[config.mk]
export PLATFORM = sky130hd
export DESIGN_NAME = vga_sync_gen
export DESIGN_NICKNAME = d
export VERILOG_FILES = /design/src/rtl/vga_pkg.sv /design/src/rtl/vga_axis_cnt.sv /design/src/rtl/vga_sync_gen.sv
export SDC_FILE = /design/constraint.sdc
export NUM_CORES = 1
export LEC_CHECK = 0
export CAP_MARGIN = 10
export CORE_AREA = 2 2 50 61
export DETAILED_ROUTE_END_ITERATION = 8
export DIE_AREA = 0 0 52 63
export DONT_BUFFER_PORTS = 1
export GPL_TIMING_DRIVEN = 0
export HOLD_SLACK_MARGIN = 0.15
export PLACE_DENSITY = 0.69
export SYNTH_ARGS = -nofsm -noshare
export SYNTH_HDL_FRONTEND = slang
export SYNTH_SLANG_ARGS = --single-unit
[constraint.sdc]
create_clock -name clk -period 2.6 [get_ports clk]
set_input_delay 0.26 -clock clk [delete_from_list [all_inputs] [get_ports clk]]
set_output_delay 0.26 -clock clk [all_outputs]
set_load 0.02 [all_outputs]
[src/rtl/vga_pkg.sv]
// Shared VGA timing constants (640x480@60 defaults) used by the sync generator,
// the pixel source and the top level.
package vga_pkg;

  localparam int H_ACTIVE_DEF = 640;
  localparam int H_FP_DEF     = 16;
  localparam int H_SYNC_DEF   = 96;
  localparam int H_BP_DEF     = 48;
  localparam int V_ACTIVE_DEF = 480;
  localparam int V_FP_DEF     = 10;
  localparam int V_SYNC_DEF   = 2;
  localparam int V_BP_DEF     = 33;

  localparam int H_TOTAL_DEF = H_ACTIVE_DEF + H_FP_DEF + H_SYNC_DEF + H_BP_DEF;
  localparam int V_TOTAL_DEF = V_ACTIVE_DEF + V_FP_DEF + V_SYNC_DEF + V_BP_DEF;

  // Sync pulses are active-low for the 640x480 mode.
  localparam logic HS_POL_DEF = 1'b0;
  localparam logic VS_POL_DEF = 1'b0;

  localparam int CW_DEF = 10;

endpackage

[src/rtl/vga_axis_cnt.sv]
// Wrap counter for one raster axis: counts 0..LAST on inc, resets to LAST.
// Exposes the next-state value so the parent can decode registered outputs.
module vga_axis_cnt #(
  parameter int             CW   = 10,
  parameter logic [CW-1:0]  LAST = '1
) (
  input  logic          clk,
  input  logic          rst,
  input  logic          inc,
  output logic [CW-1:0] count,
  output logic [CW-1:0] count_nxt,
  output logic          tc
);

  assign tc = (count == LAST);

  // Wrap is an explicit compare against LAST, not natural overflow.
  always_comb begin
    count_nxt = count;
    if (inc) begin
      count_nxt = tc ? '0 : count + 1'b1;
    end
  end

  always_ff @(posedge clk) begin
    if (!rst) begin
      count <= LAST;
    end else begin
      count <= count_nxt;
    end
  end

endmodule

[src/rtl/vga_sync_gen.sv]
// Raster timing generator: advances h/v position on each pixel strobe and
// produces registered sync, active-video and line/frame start outputs.
module vga_sync_gen
  import vga_pkg::*;
#(
  parameter int   H_ACTIVE = H_ACTIVE_DEF,
  parameter int   H_FP     = H_FP_DEF,
  parameter int   H_SYNC   = H_SYNC_DEF,
  parameter int   H_BP     = H_BP_DEF,
  parameter int   V_ACTIVE = V_ACTIVE_DEF,
  parameter int   V_FP     = V_FP_DEF,
  parameter int   V_SYNC   = V_SYNC_DEF,
  parameter int   V_BP     = V_BP_DEF,
  parameter logic HS_POL   = HS_POL_DEF,
  parameter logic VS_POL   = VS_POL_DEF,
  parameter int   CW       = CW_DEF
) (
  input  logic          clk,
  input  logic          rst,
  input  logic          en,
  output logic          hsync,
  output logic          vsync,
  output logic          video_on,
  output logic [CW-1:0] x,
  output logic [CW-1:0] y,
  output logic          line_start,
  output logic          frame_start
);

  localparam int H_TOTAL = H_ACTIVE + H_FP + H_SYNC + H_BP;
  localparam int V_TOTAL = V_ACTIVE + V_FP + V_SYNC + V_BP;

  localparam logic [CW-1:0] H_LAST = CW'(H_TOTAL - 1);
  localparam logic [CW-1:0] V_LAST = CW'(V_TOTAL - 1);
  localparam logic [CW-1:0] H_VIS  = CW'(H_ACTIVE);
  localparam logic [CW-1:0] V_VIS  = CW'(V_ACTIVE);
  localparam logic [CW-1:0] HS_BEG = CW'(H_ACTIVE + H_FP);
  localparam logic [CW-1:0] HS_END = CW'(H_ACTIVE + H_FP + H_SYNC - 1);
  localparam logic [CW-1:0] VS_BEG = CW'(V_ACTIVE + V_FP);
  localparam logic [CW-1:0] VS_END = CW'(V_ACTIVE + V_FP + V_SYNC - 1);

  logic [CW-1:0] h_nxt;
  logic [CW-1:0] v_nxt;
  logic          h_tc;
  logic          v_tc;

  vga_axis_cnt #(.CW(CW), .LAST(H_LAST)) u_h_cnt (
    .clk       (clk),
    .rst       (rst),
    .inc       (en),
    .count     (x),
    .count_nxt (h_nxt),
    .tc        (h_tc)
  );

  vga_axis_cnt #(.CW(CW), .LAST(V_LAST)) u_v_cnt (
    .clk       (clk),
    .rst       (rst),
    .inc       (en & h_tc),
    .count     (y),
    .count_nxt (v_nxt),
    .tc        (v_tc)
  );

  // Decode from next-state counts so outputs line up with the x/y they accompany.
  always_ff @(posedge clk) begin
    if (!rst) begin
      hsync       <= ~HS_POL;
      vsync       <= ~VS_POL;
      video_on    <= 1'b0;
      line_start  <= 1'b0;
      frame_start <= 1'b0;
    end else begin
      line_start  <= 1'b0;
      frame_start <= 1'b0;
      if (en) begin
        video_on    <= (h_nxt < H_VIS) && (v_nxt < V_VIS);
        hsync       <= ((h_nxt >= HS_BEG) && (h_nxt <= HS_END)) ? HS_POL : ~HS_POL;
        vsync       <= ((v_nxt >= VS_BEG) && (v_nxt <= VS_END)) ? VS_POL : ~VS_POL;
        line_start  <= h_tc;
        frame_start <= h_tc & v_tc;
      end
    end
  end

endmodule

---- After elaboration in Yosys (flattened, before gate mapping) ----
Index checks and enable logic that the tools add are counted.
word-level totals
  flip-flop bits (word level) ............. 25
  bits of input ports ..................... 3
  output and inout bits ................... 25
operators by class
  $add $sub $neg .......................... 2
  magnitude comparators ................... 6
  eq/ne operators ......................... 2
  muxes and demuxes ....................... 6
  bitwise gates (word level) .............. 2
  reductions and logical operators ........ 4
operators by type and width
  kind                                                                 number
  two-way mux 10 bit                                                   4
  adder 10 x 1 -> 10 bit (second input constant)                       2
  equality test 10 bit (second input constant)                         2
  greater-or-equal comparator 10 bit (second input constant)           1
  greater-or-equal comparator 10 x 9 -> 1 bit (second input constant)  1
  less-or-equal comparator 10 bit (second input constant)              1
  less-or-equal comparator 10 x 9 -> 1 bit (second input constant)     1
  < comparator 10 bit (second input constant)                          1
  < comparator 10 x 9 -> 1 bit (second input constant)                 1
  logical AND 1 bit                                                    3
  bitwise AND 1 bit                                                    2
  two-way mux 1 bit                                                    2
  AND reduction 2 bit                                                  1

---- Logic depth before layout (Yosys ltp) ----
  depth after elaboration ................. 6
  mapped depth ............................ 8
  depth with buffers taken out ............ 7

---- Modules after synthesis ----
A second synthesis with hierarchy kept.
unflattened totals
  cells, all modules ...................... 153
  area total of the unflattened synthesis .. 1343.8 um^2
by module, submodules not included
  module                  times used  cells an instance  area each (um^2)  seq. area each (um^2)
  vga_axis_cnt (u_v_cnt)  1           67                 559.3             200.2
  vga_axis_cnt (u_h_cnt)  1           63                 548.0             200.2
  vga_sync_gen            1           23                 236.5             100.1

---- Worst setup path after synthesis ----
OpenSTA, ideal clock, no wires.
  path type ............................... flip-flop to flip-flop
  from .................................... register u_h_cnt.count[6]
  to ...................................... register vsync
  setup time .............................. 0.132 ns
  arrival ................................. 2.308 ns
  data required time ...................... 2.468 ns
  path slack .............................. 0.160 ns
  stages on the path, launching flop included .. 9
  clock period less this slack ............ 2.440 ns
  cells stage by stage .................... dfxtp_1 buf_2 or3_4 or4_4 clkbuf_1 a2111oi_0 a311oi_1 nor4b_1 a31oi_1
on the way
  longest elaborated chain between the ends .. 6
ends and longest elaborated chain
  element                                                                                                  line                source
  from (decl)                                                                                              vga_axis_cnt.sv:10  output logic [CW-1:0] count,
  from (signal assigned)                                                                                   vga_axis_cnt.sv:29  count <= count_nxt;
  equality test 10 bit (*)                                                                                 vga_axis_cnt.sv:15  assign tc = (count == LAST);
  bitwise AND 1 bit (*)                                                                                    vga_sync_gen.sv:59  .inc (en & h_tc),
  two-way mux 10 bit (*)                                                                                   vga_axis_cnt.sv:20  if (inc) begin
  greater-or-equal comparator 10 x 9 -> 1 bit or less-or-equal comparator 10 x 9 -> 1 bit (tied branches)  vga_sync_gen.sv:79  vsync <= ((v_nxt >= VS_BEG) && (v_nxt <= VS_END)) ? VS_POL : ~VS_POL;
  logical AND 1 bit (*)                                                                                    vga_sync_gen.sv:79
  two-way mux 1 bit (*)                                                                                    vga_sync_gen.sv:79
  to (signal assigned)                                                                                     vga_sync_gen.sv:69  vsync <= ~VS_POL;
  to (signal assigned)                                                                                     vga_sync_gen.sv:79
  to (decl)                                                                                                vga_sync_gen.sv:22  output logic vsync,
Every way passes the cells marked *; elsewhere a longest branch is shown, timed or not.
A chain may end at the register's enable or synchronous reset.

---- Worst setup path after layout ----
  from .................................... register u_h_cnt.count[6]
  to ...................................... register video_on
on the way
  longest elaborated chain between the ends .. 5
ends and longest elaborated chain
  element                                                              line                                    source
  adder 10 x 1 -> 10 bit or equality test 10 bit (tied branches)       vga_axis_cnt.sv:21, vga_axis_cnt.sv:15
  two-way mux 10 bit or bitwise AND 1 bit (tied branches)              vga_axis_cnt.sv:21, vga_sync_gen.sv:59
  two-way mux 10 bit                                                   vga_axis_cnt.sv:20
  < comparator 10 bit or < comparator 10 x 9 -> 1 bit (tied branches)  vga_sync_gen.sv:77                      video_on <= (h_nxt < H_VIS) && (v_nxt < V_VIS);
  logical AND 1 bit (*)                                                vga_sync_gen.sv:77
  to (signal assigned)                                                 vga_sync_gen.sv:77
  to (decl)                                                            vga_sync_gen.sv:23                      output logic video_on,
Marks and branches as above.

==> results.tsv <==
stage	metric	value	unit
worst_setup_path	Slowest Stage Delay on Critical Path	0.56	ns
finish	nets	200	
synthesis	sequential cell area fraction in the yosys report	34.9	%
clocking	CTS tree	done	
worst_setup_path	CP Max Fanout	7	
flow_run	max-cap viol count	0	
timing	Fin. Hold Viols	0	
synthesis	Synth area leader	dfxtp_1	
synthesis	ys flop type	dfxtp_1	
worst_setup_path	Critical Path RT	2.82	ns
grt	vias in the first global route	1322	
timing	fin worst setup slack	0.0895	ns
route	DRC viols	0	
grt	initial antenna violation count	0	
synthesis	count of cell types in the netlist	42	
grt	grt ovf	0	
worst_hold_path	Worst Hold Class	in2reg	
floorplanning	Die X	52	um
finish	layout filler cell count	266	
worst_setup_path	Critical R2R Capture	video_on	
timing	Final Cycle Share	96.6	%
synthesis	Mapped Nets	192	
finish	share of cells above drive strength 1	11.4	%
clocking	CTS clk-pin slew, worst paths	0.15	ns
clocking	Clock Tree Root	clkbuf_4	
worst_setup_path	cell count along the critical path	7	
finish	cell area after layout	1600	um^2
route	DRT Wirelength	3370	um
synthesis	Post-Synthesis Cell Area	1430	um^2
floorplanning	Initial Utilization	52.9	%
power	Peak VDD IR	0.331	mV
timing	skew final	0.0150	ns
timing	Finish-stage setup viols	0	
worst_setup_path	Crit Reg-Reg Startpoint	u_h_cnt.count[6]	
worst_setup_path	Reg2Reg Depth	7	
timing	Slew Limit Fails	0	
place	Final Wtd Congestion	0.904	
worst_setup_path	critical path class	reg2reg	
synthesis	post-synth top area share	34.9	%
clocking	H-tree depth reported by CTS	1	
worst_setup_path	CP arrival	2.73	ns
worst_setup_path	crit end category	flop	
timing	Fmax	398	MHz
floorplanning	# IOs	28	
timing	hold_ws	0.203	ns
clocking	Longest Clk Path Bufs	2	
power	PD cells	593	nW/um^2
worst_hold_path	Min-Delay Endpoint	video_on	
timing	max_slew headroom	67.8	%
grt	largest net degree at the start of global routing	15	
synthesis	Warnings, synthesis	0	
synthesis	ranking of synthesized cells by area	dfxtp_1 35%, nand2_1 7.3%, xor2_1 3.7%	
synthesis	Post-synth ARST share	0	%
floorplanning	die height	63	um
clocking	Worst-Skew Late Latency	0.32	ns
worst_setup_path	kind of cell adding the most delay to the critical path	simple AND/OR/NAND/NOR gates	
worst_hold_path	WHS Path Cells	2	
timing	Period minus WS final	2.51	ns
finish	P&R area growth vs syn	11.4	%
worst_setup_path	worst path cell trace	buf_6 > or3_4 > or4_4 > nor3_4 > xnor2_2 > or3_1 > a32o_1	
route	WL per Instance	14.8	um
power	Leakage	0.616	nW
finish	final std cells w/o fill	227	
synthesis	Post-synth top cells	28 x nand2_1, 25 x dfxtp_1, 13 x nor2_1, 10 x nor3_1, 10 x o21ai_0	
route	initial detailed-routing violation count	43	
synthesis	Cells after Synth	186	
place	port bufs	0	
timing	Tightest Pin Transition	0.483	ns
worst_hold_path	worst hold start	rst	
grt	global-route wire length before repair	5630	um
place	DP Area	1480	um^2
worst_setup_path	worst path bufs/invs	1	
floorplanning	Core Rows	21	
worst_setup_path	Max stage delay cell, worst path	or4_4	
synthesis	Synth Area per Inst	7.70	um^2
worst_setup_path	R2R Setup Slk	0.09	ns
route	DRT antenna net count	0	
grt	Tot GR Track Use	21.8	%
clocking	Sink Count	25	
synthesis	Yosys reg bits	25	
place	DP HPWL	2490	um
worst_setup_path	crit start category	flop	
timing	RSZ-0062 raised after global routing	false	
synthesis	most frequent cell after synthesis	nand2_1	
synthesis	Post-synth EDFFs	0	
finish	Antenna diodes	0	
route	Detailed Routing Iterations Pass 1	4	
place	placed insts	220	
route	via count	1390	
floorplanning	Placeable Area	2710	um^2
floorplanning	die area	3280	um^2
clocking	CTS buffer count	3	
run_status	status	completed	
place	Post-Place Worst Slack	-0.180	ns
route	Vias per Instance	6.12	
==> stage by stage <==
step	setup TNS (ns)	total power, W	util (%)
2_1_floorplan	0	0.000690	-
3_3_place_gp	-0.144	0.000743	54.5
3_5_place_dp	-0.220	0.000752	54.5
4_1_cts	0	0.000936	56.4
5_1_grt	0	0.00101	59.0
6_report	0	0.000946	59.0
==> power by group <==
part           total (W)  internal, W  switching, W
Combinational   0.000283     0.000112      0.000171
Clock           0.000174    0.0000575      0.000117
Sequential      0.000489     0.000414     0.0000753
==> final cells by class <==
class,instances,area (um^2),area share [%]
tap,34,42.5,2.66
sequential,25,510,32.0
buffer,11,60.1,3.76
clock inverter,1,5.00,0.313
inverter,7,26.3,1.65
timing repair buffer,3,27.5,1.72
clock buffer,3,22.5,1.41
multi-input combinational,143,902,56.5
==> timing repair <==
| item | CTS | global route |
|---|---|---|
| hold buffers | 1 | 1 |
| hold endpoints to repair | 2 | 1 |
| pin swaps | 1 | 4 |
| endpoints found under the setup margin | 2 | 2 |
| resized for setup | 8 | 12 |
| buffers inserted | 0 | 1 |
==> worst max path at each step <==
stage,from,endpoint,slack (ns)
6_report,u_h_cnt.count[6],video_on,0.09
2_1_floorplan,u_h_cnt.count[6],vsync,0.16
5_1_grt,u_h_cnt.count[6],vsync,0.005
4_1_cts,u_h_cnt.count[6],video_on,0.009
3_3_place_gp,u_h_cnt.count[0],vsync,-0.13
3_5_place_dp,u_h_cnt.count[0],vsync,-0.18
==> layer usage <==
metal	wire (um)	GRT usage [%]	share of wire, %
met5	0	0	0
met1	1390	26.4	41
met2	1720	37.8	51
met3	195	3.83	5.8
met4	61	7.24	1.8
==> cells in the final DEF, fill, tap and decap left out, types with 3 or more instances in the layout <==
| cell type | instances |
|---|---|
| a21oi_1 | 6 |
| a31oi_1 | 5 |
| and2_1 | 6 |
| and3_1 | 6 |
| clkbuf_1 | 8 |
| clkbuf_4 | 3 |
| dfxtp_1 | 21 |
| inv_1 | 7 |
| nand2_1 | 27 |
| nand3_1 | 9 |
| nand4_1 | 3 |
| nor2_1 | 13 |
| nor2b_1 | 5 |
| nor3_1 | 10 |
| o21ai_0 | 10 |
| o311ai_0 | 3 |
| xor2_1 | 6 |
==> state kept, by name, indices dropped and copies added (netlist names) <==
| signal | flops |
|---|---|
| frame_start | 1 |
| hsync | 1 |
| line_start | 1 |
| u_h_cnt.count | 10 |
| u_v_cnt.count | 10 |
| video_on | 1 |
| vsync | 1 |
==> cells by family after synthesis <==
| group | after synthesis | share of synthesized area (%) |
|---|---|---|
| compound gates | 34 | 15.5 |
| xor+xnor | 9 | 5.50 |
| fa+ha+maj | 3 | 2.62 |
| buf+inv | 18 | 5.33 |
| flops | 25 | 34.9 |
| mux | 1 | 0.699 |
| simple gates | 96 | 35.5 |
Power figures use the tool's default switching activity.
